$ cat config.mk
export PLATFORM = sky130hd
export DESIGN_NAME = uart_rx_engine
export DESIGN_NICKNAME = d
export VERILOG_FILES = /design/src/rtl/uart_pkg.sv /design/src/rtl/uart_rx_sampler.sv /design/src/rtl/uart_rx_engine.sv
export SDC_FILE = /design/constraint.sdc
export NUM_CORES = 1
export LEC_CHECK = 0
export BUFFER_PORTS_ARGS = -buffer_cell sky130_fd_sc_hd__buf_2
export CAP_MARGIN = 25
export CORE_MARGIN = 4
export CORE_UTILIZATION = 25
export CTS_CLUSTER_SIZE = 16
export DETAILED_ROUTE_END_ITERATION = 8
export PLACE_DENSITY_LB_ADDON = 0.3
export SYNTH_ARGS = -nofsm -noshare
export SYNTH_HDL_FRONTEND = slang
export SYNTH_SLANG_ARGS = --single-unit
$ cat constraint.sdc
create_clock -name clk_16bd -period 2.45 [get_ports clk_16bd]
set_input_delay 0 -clock clk_16bd [delete_from_list [all_inputs] [get_ports clk_16bd]]
set_output_delay 0 -clock clk_16bd [all_outputs]
set_load 0.01 [all_outputs]
$ cat src/rtl/uart_pkg.sv
// Shared types and constants for the UART receive path: FSM state encoding,
// parity-mode encoding and the legal data-frame length range.
package uart_pkg;

  typedef enum logic [2:0] {
    ST_IDLE   = 3'd0,
    ST_START  = 3'd1,
    ST_DATA   = 3'd2,
    ST_PARITY = 3'd3,
    ST_STOP   = 3'd4
  } rx_state_t;

  localparam logic PARITY_EVEN = 1'b0;
  localparam logic PARITY_ODD  = 1'b1;

  localparam int FRAME_LEN_MIN = 5;
  localparam int FRAME_LEN_MAX = 9;

  // Bound a requested data-bit count to [FRAME_LEN_MIN, max_bits].
  function automatic logic [3:0] clamp_frame_len(input logic [3:0] len,
                                                 input logic [3:0] max_bits);
    logic [3:0] res;
    res = len;
    if (len < 4'(FRAME_LEN_MIN)) begin
      res = 4'(FRAME_LEN_MIN);
    end else if (len > max_bits) begin
      res = max_bits;
    end
    return res;
  endfunction

endpackage

$ cat src/rtl/uart_rx_sampler.sv
// Line synchroniser, oversample tick counter and mid-bit sampler.
// Define UART_RX_MAJORITY_EN for a 2-of-3 vote around the bit centre.
module uart_rx_sampler #(
  parameter int OVERSAMPLE = 16
) (
  input  logic i_clk,
  input  logic i_rst,
  input  logic i_rx,
  input  logic i_clr,
  output logic o_rx_sync,
  output logic o_bit,
  output logic o_mid
);

  localparam int TICK_W = $clog2(OVERSAMPLE);
`ifdef UART_RX_MAJORITY_EN
  // Strobe one tick late so the third vote sample is already in hand.
  localparam int MID_TICK = OVERSAMPLE / 2;
`else
  localparam int MID_TICK = OVERSAMPLE / 2 - 1;
`endif

  logic [1:0]        r_sync;
  logic [TICK_W-1:0] r_tick;

  always_ff @(posedge i_clk) begin
    if (i_rst) begin
      r_sync <= 2'b11;
      r_tick <= '0;
    end else begin
      r_sync <= {r_sync[0], i_rx};
      if (i_clr || (r_tick == TICK_W'(OVERSAMPLE - 1))) begin
        r_tick <= '0;
      end else begin
        r_tick <= r_tick + TICK_W'(1);
      end
    end
  end

  assign o_rx_sync = r_sync[1];
  assign o_mid     = (r_tick == TICK_W'(MID_TICK));

`ifdef UART_RX_MAJORITY_EN
  logic [1:0] r_hist;

  always_ff @(posedge i_clk) begin
    if (i_rst) begin
      r_hist <= 2'b11;
    end else begin
      r_hist <= {r_hist[0], r_sync[1]};
    end
  end

  assign o_bit = (r_hist[1] & r_hist[0]) | (r_hist[1] & r_sync[1]) | (r_hist[0] & r_sync[1]);
`else
  assign o_bit = r_sync[1];
`endif

endmodule

$ cat src/rtl/uart_rx_engine.sv
// Oversampled UART receiver: frame FSM plus a one-word holding register with
// overrun detection. Build with UART_RX_MAJORITY_EN for majority-vote sampling.
module uart_rx_engine
  import uart_pkg::*;
#(
  parameter int OVERSAMPLE    = 16,
  parameter int MAX_DATA_BITS = 9
) (
  input  logic                     clk_16bd,
  input  logic                     rst,
  input  logic                     rx,
  input  logic                     parity_en,
  input  logic                     parity_odd,
  input  logic                     stop_bits,
  input  logic [3:0]               frame_length,
  input  logic                     rdy,
  output logic [MAX_DATA_BITS-1:0] data,
  output logic                     data_valid,
  output logic                     parity_err,
  output logic                     framing_err,
  output logic                     overrun,
  output logic                     busy
);

  localparam logic [3:0] LEN_CAP = (MAX_DATA_BITS > FRAME_LEN_MAX) ?
                                   4'(FRAME_LEN_MAX) : 4'(MAX_DATA_BITS);

  rx_state_t                r_state;
  logic [3:0]               r_bit_cnt;
  logic                     r_stop_cnt;
  logic [3:0]               r_len;
  logic                     r_par_en;
  logic                     r_par_odd;
  logic                     r_stop2;
  logic [MAX_DATA_BITS-1:0] r_shift;
  logic                     r_par_acc;
  logic                     r_par_err;
  logic                     r_frm_err;
  logic                     r_busy;

  logic [MAX_DATA_BITS-1:0] r_data;
  logic                     r_valid;
  logic                     r_par_out;
  logic                     r_frm_out;
  logic                     r_overrun;

  logic                     w_rx_sync;
  logic                     w_bit;
  logic                     w_mid;
  logic                     w_clr;
  logic                     w_last_data;
  logic                     w_last_stop;
  logic                     w_complete;
  logic                     w_frm_err_final;
  logic [MAX_DATA_BITS-1:0] w_bit_sel;

  uart_rx_sampler #(
    .OVERSAMPLE(OVERSAMPLE)
  ) u_sampler (
    .i_clk    (clk_16bd),
    .i_rst    (rst),
    .i_rx     (rx),
    .i_clr    (w_clr),
    .o_rx_sync(w_rx_sync),
    .o_bit    (w_bit),
    .o_mid    (w_mid)
  );

  // One-hot write enable selects where the next LSB-first data bit lands.
  for (genvar gi = 0; gi < MAX_DATA_BITS; gi++) begin : g_bit_sel
    assign w_bit_sel[gi] = (r_bit_cnt == 4'(gi));
  end

  assign w_clr           = (r_state == ST_IDLE) && !w_rx_sync;
  assign w_last_data     = (r_bit_cnt == (r_len - 4'd1));
  assign w_last_stop     = (r_stop_cnt == r_stop2);
  assign w_complete      = (r_state == ST_STOP) && w_mid && w_last_stop;
  assign w_frm_err_final = r_frm_err | !w_bit;

  always_ff @(posedge clk_16bd) begin
    if (rst) begin
      r_state    <= ST_IDLE;
      r_bit_cnt  <= '0;
      r_stop_cnt <= 1'b0;
      r_len      <= '0;
      r_par_en   <= 1'b0;
      r_par_odd  <= PARITY_EVEN;
      r_stop2    <= 1'b0;
      r_shift    <= '0;
      r_par_acc  <= 1'b0;
      r_par_err  <= 1'b0;
      r_frm_err  <= 1'b0;
      r_busy     <= 1'b0;
    end else begin
      case (r_state)
        ST_IDLE: begin
          if (!w_rx_sync) begin
            r_state    <= ST_START;
            r_busy     <= 1'b1;
            r_len      <= clamp_frame_len(frame_length, LEN_CAP);
            r_par_en   <= parity_en;
            r_par_odd  <= parity_odd;
            r_stop2    <= stop_bits;
            r_bit_cnt  <= '0;
            r_stop_cnt <= 1'b0;
            r_shift    <= '0;
            r_par_acc  <= 1'b0;
            r_par_err  <= 1'b0;
            r_frm_err  <= 1'b0;
          end
        end
        ST_START: begin
          if (w_mid) begin
            if (w_bit) begin
              r_state <= ST_IDLE;
              r_busy  <= 1'b0;
            end else begin
              r_state <= ST_DATA;
            end
          end
        end
        ST_DATA: begin
          if (w_mid) begin
            r_shift   <= (r_shift & ~w_bit_sel) | ({MAX_DATA_BITS{w_bit}} & w_bit_sel);
            r_par_acc <= r_par_acc ^ w_bit;
            r_bit_cnt <= r_bit_cnt + 4'd1;
            if (w_last_data) begin
              r_state <= r_par_en ? ST_PARITY : ST_STOP;
            end
          end
        end
        ST_PARITY: begin
          if (w_mid) begin
            r_par_err <= r_par_acc ^ w_bit ^ (r_par_odd == PARITY_ODD);
            r_state   <= ST_STOP;
          end
        end
        ST_STOP: begin
          if (w_mid) begin
            r_frm_err <= w_frm_err_final;
            // Leaving at mid-bit lets a start edge in the tail of the stop bit be seen.
            if (w_last_stop) begin
              r_state <= ST_IDLE;
              r_busy  <= 1'b0;
            end else begin
              r_stop_cnt <= 1'b1;
            end
          end
        end
        default: begin
          r_state <= ST_IDLE;
          r_busy  <= 1'b0;
        end
      endcase
    end
  end

  // Holding register: a completed frame only replaces the word if it is free
  // or being consumed this very cycle; otherwise the new frame is dropped.
  always_ff @(posedge clk_16bd) begin
    if (rst) begin
      r_data    <= '0;
      r_valid   <= 1'b0;
      r_par_out <= 1'b0;
      r_frm_out <= 1'b0;
      r_overrun <= 1'b0;
    end else begin
      r_overrun <= 1'b0;
      if (w_complete) begin
        if (!r_valid || rdy) begin
          r_data    <= r_shift;
          r_valid   <= 1'b1;
          r_par_out <= r_par_err;
          r_frm_out <= w_frm_err_final;
        end else begin
          r_overrun <= 1'b1;
        end
      end else if (r_valid && rdy) begin
        r_valid <= 1'b0;
      end
    end
  end

  assign data        = r_data;
  assign data_valid  = r_valid;
  assign parity_err  = r_par_out;
  assign framing_err = r_frm_out;
  assign overrun     = r_overrun;
  assign busy        = r_busy;

endmodule

## Word level (Yosys, flattened, before mapping)

Index checks and enable logic that the tools add are counted.

| word-level totals | value |
|---|---|
| register bits | 47 |
| bits of input ports | 11 |
| output and inout bits | 14 |
| logic and storage cells | 124 |

| operators by class | value |
|---|---|
| eq/ne operators | 26 |
| multiplexer cells | 38 |
| add/subtract/negate cells | 3 |
| $lt $le $gt $ge | 2 |
| reduce and logical (&&, ||, !) cells | 26 |
| bitwise logic cells | 10 |

Operator list:

| kind | number |
|---|---|
| $mux 3 | 8 |
| $eq 4x3->1 const B | 5 |
| $and 9x9->9 | 2 |
| $mux 9 | 2 |
| $pmux 9 s2 | 1 |
| $mux 4 | 4 |
| $ne 2x2->1 const B | 8 |
| $mux 1 | 15 |
| $pmux 3 s5 | 1 |
| $not 9->9 | 1 |
| $or 9x9->9 | 1 |
| $reduce_and 3->1 | 3 |
| $add 4x1->4 const B | 2 |
| $eq 4x2->1 const B | 2 |
| $eq 4x4->1 const B | 2 |
| $pmux 1 s2 | 4 |
| $pmux 4 s2 | 1 |
| $reduce_bool 2->1 | 4 |
| $reduce_and 7->1 | 1 |
| $eq 3x2->1 const B | 2 |
| $reduce_and 2->1 | 3 |
| $reduce_and 6->1 | 1 |
| $reduce_or 2->1 | 3 |
| $eq 4x1->1 const B | 1 |
| other kinds (19) | 28 |

## Depth between registers and ports, before layout

Gate-level depths: netlist (run 1).

| logic depth | value |
|---|---|
| depth in word-level cells | 6 |
| depth in mapped cells | 6 |
| depth with buffers taken out | 6 |

## By module

A second synthesis (run 1) with hierarchy kept.

| unflattened totals | value |
|---|---|
| cells, all modules | 246 |
| area total of the unflattened synthesis | 2,180.8 um^2 |

Modules (own cells, without submodules):

| module | sequential area each (um^2) | cells each | area an instance (um^2) | instances |
|---|---|---|---|---|
| uart_rx_engine | 820.8 | 225 | 1,964.4 | 1 |
| uart_rx_sampler | 120.1 | 21 | 216.5 | 1 |

## Worst setup path before layout (run 1)

No wires, ideal clock.

| timing path | value |
|---|---|
| path type | register to register |
| start point | register u_sampler.r_tick[0] |
| end point | register r_shift[0] |
| cell stages (with the launch flop) | 6 |
| arrival time | 1,487 ps |
| setup slack | 838 ps |
| cell sequence | dfxtp_1 -> ha_1 -> nand3b_2 -> a2111oi_4 -> nand2_1 -> mux2i_1 |

| between the ends | value |
|---|---|
| longest elaborated chain between the ends | 3 |

RTL lines:

| what | RTL line | text |
|---|---|---|
| start, declared | uart_rx_sampler.sv:24 | `logic [TICK_W-1:0] r_tick;` |
| start signal, assigned | uart_rx_sampler.sv:35 | `r_tick <= r_tick + TICK_W'(1);` |
| $eq 4x3->1 | uart_rx_sampler.sv:41 | `assign o_mid = (r_tick == TICK_W'(MID_TICK));` |
| $ne 2x2->1 (no source line) | -- |  |
| $reduce_and 3->1 (no source line) | -- |  |
| end signal, assigned | uart_rx_engine.sv:124 | `r_shift <= (r_shift & ~w_bit_sel) \| ({MAX_DATA_BITS{w_bit}} & w_bit_sel);` |
| end, declared | uart_rx_engine.sv:35 | `logic [MAX_DATA_BITS-1:0] r_shift;` |

Every way passes these cells.
A chain may end at the register's enable or synchronous reset.

## Final worst setup path (run 1)

| timing path | value |
|---|---|
| start point | register u_sampler.r_tick[0] |
| end point | register r_frm_out, in the netlist framing_err |

| between the ends | value |
|---|---|
| longest elaborated chain between the ends | 4 |

RTL lines:

| what | RTL line | text |
|---|---|---|
| $eq 4x3->1 | uart_rx_sampler.sv:41 |  |
| $logic_and 1x1->1 (2 in series) | uart_rx_engine.sv:77 | `assign w_complete = (r_state == ST_STOP) && w_mid && w_last_stop;` |
| $reduce_and 2->1 (no source line) | -- |  |
| end signal, assigned | uart_rx_engine.sv:174 | `r_frm_out <= w_frm_err_final;` |
| end, declared | uart_rx_engine.sv:44 | `logic r_frm_out;` |

Every way passes these cells.

==> out/metrics.cfg, run 1 <==
[clocking]
clock-sinks=47
clk_path_buf_depth=2
post_cts_buffers=0
clk_pin_slew_ns=0.10
cts-buffers-inserted=5
cts-root-buf=clkbuf_8
cts_tree=done
cts_hold_buf=5
post_cts_resized=0
clk_latency_ns=0.31
htree_levels=2

[global_routing]
grt_max_degree=36
grt_usage_pct=9.93
antenna_found_initial=0
grt_pass1_wl_um=8410
grt_pass1_vias=1709
gr-total-overflow=0

[timing]
finalCritPeriodShare_pct=77.9
setup-violations-final=0
tns_ns=0
finClkSkew_ns=0.00471
report.final.slew_viol_count=0
max_slew_margin_pct=55.4
worst_pin_slew_ns=0.669
rsz0062_at_grt=false
fin_crit_ns=1.91
clock.fmax_ghz=0.524
report.final.hold_viol_count=0

[worst_setup_path]
critPathKind=reg2reg
worstSetupEndpointType=register
worst_ep_required_time_ns=2.62
critical_path.max_fanout=12
max_stage_delay_ns=0.43
path_cells=ha_1 > and3b_1 > nand4_1 > buf_4 > nor3b_1 > nor3_1
crit_slowest_cell=and3b_1
cp.arrival_ns=2.08
worstSetupStartpointType=register
r2r_slack_ns=0.54
reg2regPathDepth=6

[logic_synthesis]
synth_edf_count=0
synth_seq_area_share_pct=41.6
avgSynthCellArea_um2=9.07
yosys_most_used_dff=dfxtp_1
synth_nets=266
yosys_warnings=0
yosys_register_bits=47
syn_inst=249
async_flop_share_pct=0
syn_area_mm2=0.00226
ys_types=47

[cells_and_area]
areaGrowthSynthToFinish_pct=18.0
nets=296
fillCellCount=944
post_route_cells_drive_above_1_share_pct=17.5
utilization_pct=30.4
final_cell_mix=dfxtp_1 (47), nand2_1 (32), nor2_1 (25)
layout_commonest_cell=dfxtp_1
n_antenna_cell=0
fin_cells=388
fin_area_mm2=0.00267

[power]
power_density_mw_per_mm2=668
power_mw=1.78
leakage_nw=1.11
vdd_drop_max_mv=0.263

[route]
avgRoutedWirePerCell_um=12.9
antenna_left=0
dr_total_vias=1823
vias_per_cell=4.70
drtIter0Drc=69
wl_um=5010
drc=0
dr.pass1.iters=4

[floorplan]
io-pin-count=25
die-area_mm2=0.0106
rows=34
core-area_mm2=0.00876
start_util_pct=25.8
die_x_um=103
die_h_um=103

[placed_design]
hpwlAfterDp_um=3520
dp.cells=375
io_buffers=24
placed_area_mm2=0.00250
routabilityCongestion=0.770

[job]
maxCapViolCount=0

[run_status]
status=completed

[min_path]
hp-class=in2reg
hold_path_depth=3

==> stage by stage <==
step                      worst slack (ns)  hold slack, ns
after global placement               0.632           0.191
after CTS                            0.556          0.0407
after detailed placement             0.574           0.187
final                                0.542          0.0246
after floorplan                      0.838          0.0956
after global routing                 0.340          0.0754
==> final timing paths <==
path                                       start                              to
setup / recovery  u_sampler.r_tick[0]$_SDFF_PP0_        framing_err$_SDFFE_PP0P_
hold / removal                               rdy              overrun$_SDFF_PP0_
setup reg to reg  u_sampler.r_tick[0]$_SDFF_PP0_        framing_err$_SDFFE_PP0P_
hold reg to reg   u_sampler.r_sync[0]$_SDFF_PP1_  u_sampler.r_sync[1]$_SDFF_PP1_
==> registers in the layout (all words and copies together), names as in the netlist <==
name / flops
r_state: 3
r_par_odd: 1
r_stop2: 1
r_len: 4
r_par_en: 1
framing_err: 1
busy: 1
overrun: 1
r_frm_err: 1
r_par_err: 1
u_sampler.r_tick: 4
r_par_acc: 1
r_bit_cnt: 4
data_valid: 1
parity_err: 1
r_shift: 9
u_sampler.r_sync: 2
r_stop_cnt: 1
data: 9
==> critical path: cells and delay by family, from the launching register on <==
kind | cells | cell delay (ns)
AND/OR/NAND/NOR | 4 | 0.84
flip-flops | 1 | 0.39
adder cells (fa/ha/maj) | 1 | 0.30
buffers and inverters | 1 | 0.23
==> routing by layer <==
layer | up-vias | share of wire (%) | global-route usage, %
li1 | 917 | - | -
met1 | 870 | 48 | 13.3
met2 | 30 | 47 | 16.2
met3 | 6 | 3.6 | 1.62
met4 | 0 | 1.3 | 3.29
met5 | - | 0 | 0
==> final cells by class <==
cell class	count	area, um^2	area share (%)
inverters	9	33.8	1.27
flip-flops and latches	47	941	35.3
well taps	108	135	5.07
multi-input cells	181	1230	46.0
repair buffers	35	215	8.07
clock buffers	5	68.8	2.58
clock inverters	3	46.3	1.74
==> power by group <==
part           internal [mW]  switching, mW  total (mW)  leakage, nW
registers              0.801         0.0538       0.855        0.381
logic                  0.148          0.178       0.326        0.676
clock network          0.308          0.294       0.602       0.0548
==> synthesized netlist by cell type (2+ instances only) <==
library cell,number,share of area [%]
mux2i_1,19,8.4
nor3_1,10,2.2
and3b_1,2,0.78
o21ai_0,3,0.66
a2111oi_4,2,2.4
xnor2_1,10,3.9
dfxtp_1,47,42
nor2b_1,2,0.55
nor3b_1,4,1.3
buf_4,2,0.66
nand4b_1,2,0.78
nor2_1,25,4.2
nand2b_1,4,1.1
inv_1,9,1.5
xor2_1,4,1.6
a211oi_1,3,1.0
a31oi_1,2,0.55
nand3b_1,2,0.66
nand2_1,32,5.3
or2_2,3,0.83
ha_1,6,3.3
nand4_1,2,0.55
clkbuf_1,5,0.83
a21oi_1,15,3.3
buf_2,5,1.1
nand3_1,8,1.8
==> logic make-up after synthesis <==
logic type / Yosys count / share of synthesized area (%)
multiplexers: 19 / 8.42
XOR/XNOR: 14 / 5.43
buffers and inverters: 21 / 4.10
AND/OR/NAND/NOR: 103 / 23.4
AO/OA/AOI/OAI: 39 / 13.7
flip-flops: 47 / 41.6
adder cells (fa/ha/maj): 6 / 3.32
(Power assumes the default switching activity.)
==> run 2: changes to the inputs <==
==> constraint.sdc (replaced) <==
create_clock -name clk_16bd -period 1.81 [get_ports clk_16bd]
set_input_delay 0 -clock clk_16bd [delete_from_list [all_inputs] [get_ports clk_16bd]]
set_output_delay 0 -clock clk_16bd [all_outputs]
set_load 0.01 [all_outputs]
==> run 2 against run 1 <==
Sequential power rose by 35%. Setup slack lost 0.42 ns. Core utilization increased by 1.1 points. Register-to-register slack got worse by 0.42 ns. Cell count rose by 2.6%. Clock skew up 0.0016 ns. Combinational power grew 46%. Fmax increased by 13%. Power grew 34%. Die area unchanged. Highest routed layer unchanged.
==> out/metrics.cfg, run 2 (synthesized netlist as in run 1, its figures left out) <==
[run_status]
status=completed

[cells_and_area]
areaGrowthSynthToFinish_pct=22.4
post_route_cells_drive_above_1_share_pct=20.7  ; +3.2 points
nets=307  ; +3.7%
final_cell_mix=dfxtp_1 (47), nand2_1 (32), nor2_1 (25)
layout_commonest_cell=dfxtp_1
fillCellCount=954  ; +1.1%
utilization_pct=31.6  ; +1.1 points
n_antenna_cell=0  ; unchanged

[clocking]
cts_tree=done
clock-sinks=47  ; unchanged
htree_levels=2  ; unchanged
clk_pin_slew_ns=0.09  ; about the same
cts-buffers-inserted=5  ; unchanged
clk_path_buf_depth=2  ; unchanged
cts-root-buf=clkbuf_8
clk_latency_ns=0.30  ; about the same

[power]
p_clk_share_pct=32.2  ; -1.6 points
power.internal_mw=1.71  ; +36%
leakage_nw=1.20  ; +8.4%
p_sw_mw=0.683  ; +30%
swShare_pct=28.5  ; -0.96 points
comb_power_share_pct=19.8  ; +1.5 points
sequentialPowerShare_pct=48.0  ; about the same
power_density_mw_per_mm2=866  ; +30%
vdd_drop_max_mv=0.465  ; +77%

[placed_design]
routabilityCongestion=0.799  ; +3.7%
preCtsSetupSlack_ns=0.0527  ; -0.522 ns
io_buffers=24  ; unchanged
hpwlAfterDp_um=3700  ; +5.2%

[route]
wl_um=5110  ; +1.9%
avgRoutedWirePerCell_um=12.8  ; -0.68%
antenna_left=0  ; unchanged
drc=0  ; unchanged
vias_per_cell=4.57  ; -2.8%
dr.pass1.iters=4  ; unchanged
drtIter0Drc=44  ; -36%
dr_total_vias=1817  ; -0.33%

[floorplan]
io-pin-count=25  ; unchanged
die_h_um=103  ; unchanged
rows=34  ; unchanged
start_util_pct=25.8  ; unchanged
die-area_mm2=0.0106  ; unchanged
die_x_um=103  ; unchanged
core-area_mm2=0.00876  ; unchanged

[global_routing]
gr-total-overflow=0  ; unchanged
grt_usage_pct=10.4  ; +0.43 points
antenna_found_initial=0  ; unchanged
grt_pass1_vias=1802  ; +5.4%
grt_pass1_wl_um=8610  ; +2.4%
grt_max_degree=26  ; -28%

[timing]
finClkSkew_ns=0.00632  ; +0.00161 ns
worst_pin_slew_ns=0.478  ; -0.191 ns
setup-violations-final=0  ; unchanged
report.final.hold_viol_count=0  ; unchanged
rsz0062_at_grt=false
setup_slack_ns=0.117  ; -0.424 ns
tns_ns=0  ; unchanged
max_slew_margin_pct=68.1  ; +13 points
clock.fmax_ghz=0.591  ; +13%
report.final.slew_viol_count=0  ; unchanged
fin_crit_ns=1.69  ; -0.216 ns
holdWs_ns=0.00759  ; -0.0170 ns
finalCritPeriodShare_pct=93.5  ; +16 points

[worst_setup_path]
worstSetupStartpointType=register
critPathKind=reg2reg
max_stage_delay_ns=0.51  ; +0.08 ns
worstSetupEndpointType=register
cp.arrival_ns=1.88  ; -0.20 ns
critical_path.max_fanout=8  ; -4
crit_slowest_cell=dfxtp_1
worst_ep_required_time_ns=1.99  ; -0.63 ns
path_cells=and2b_1 > a2111oi_4 > nand2_1 > mux2i_1

[min_path]
hp-class=in2reg

[job]
maxCapViolCount=0  ; unchanged

## run 2: cell types whose count changed in the layout (fill, tap and decap cells not counted)
cell / change
nand3b_4: +1
a2111oi_1: -1
buf_4: +10
nand3b_2: -1
a2111oi_2: +1
inv_6: -1
buf_12: +1
## run 2: final timing paths
kind | end | depth (start not counted) | slack, ns | startpoint
hold / removal | overrun$_SDFF_PP0_ | 3 | 0.008 | rdy
setup reg to reg | r_shift[2]$_SDFFE_PP0P_ | 4 | 0.12 | r_state[1]$_SDFFE_PP0P_
hold reg to reg | u_sampler.r_sync[1]$_SDFF_PP1_ | 1 | 0.42 | u_sampler.r_sync[0]$_SDFF_PP1_
setup / recovery | r_shift[2]$_SDFFE_PP0P_ | 4 | 0.12 | r_state[1]$_SDFFE_PP0P_
## run 2: final cells by class
cell class / instances / area [um^2] / share of cell area [%]
sequential: 47 / 941 / 34.0
clock inverter: 2 / 37.5 / 1.36
multi-input combinational: 181 / 1240 / 44.8
inverter: 9 / 33.8 / 1.22
clock buffer: 5 / 68.8 / 2.49
timing repair buffer: 46 / 310 / 11.2
tap: 108 / 135 / 4.88
## run 2: metal layers
metal	vias to the layer above	track usage, %	wire (um)
met5	-	0	0
met3	5	2.03	182
met4	0	4.28	67
met1	847	13.9	2470
li1	940	-	-
met2	25	16.2	2390
## run 2: power by group through the flow
| stage | Sequential [mW] | Combinational, mW | Clock, mW |
|---|---|---|---|
| after floorplan | 1.15 | 0.365 | 0 |
| after global placement | 1.17 | 0.468 | 0 |
| after detailed placement | 1.17 | 0.467 | 0 |
| after CTS | 1.15 | 0.478 | 0.798 |
| after global routing | 1.16 | 0.532 | 0.836 |
| final | 1.15 | 0.475 | 0.770 |
## run 2: stage by stage
| step | std cells | power, mW | instance area [um^2] |
|---|---|---|---|
| after CTS | 398 | 2.42 | 2750 |
| final | 398 | 2.40 | 2770 |
| after global placement | 386 | 1.64 | 2600 |
| after detailed placement | 386 | 1.64 | 2600 |
| after floorplan | 249 | 1.51 | 2260 |
| after global routing | 398 | 2.53 | 2770 |
## run 2: critical path, delay by kind of cell, from the launching register on
| family | cells | cell delay [ns] |
|---|---|---|
| flip-flops | 1 | 0.51 |
| AND/OR/NAND/NOR | 2 | 0.47 |
| AO/OA/AOI/OAI | 1 | 0.45 |
| multiplexers | 1 | 0.13 |
## run 2: timing repair
| action | in CTS | in global routing |
|---|---|---|
| endpoints found under the setup margin | 0 | 9 |
| buffers inserted | 0 | 0 |
| endpoints found under the hold margin | 6 | 0 |
| hold buffers | 5 | 0 |
| resized for setup | 0 | 2 |
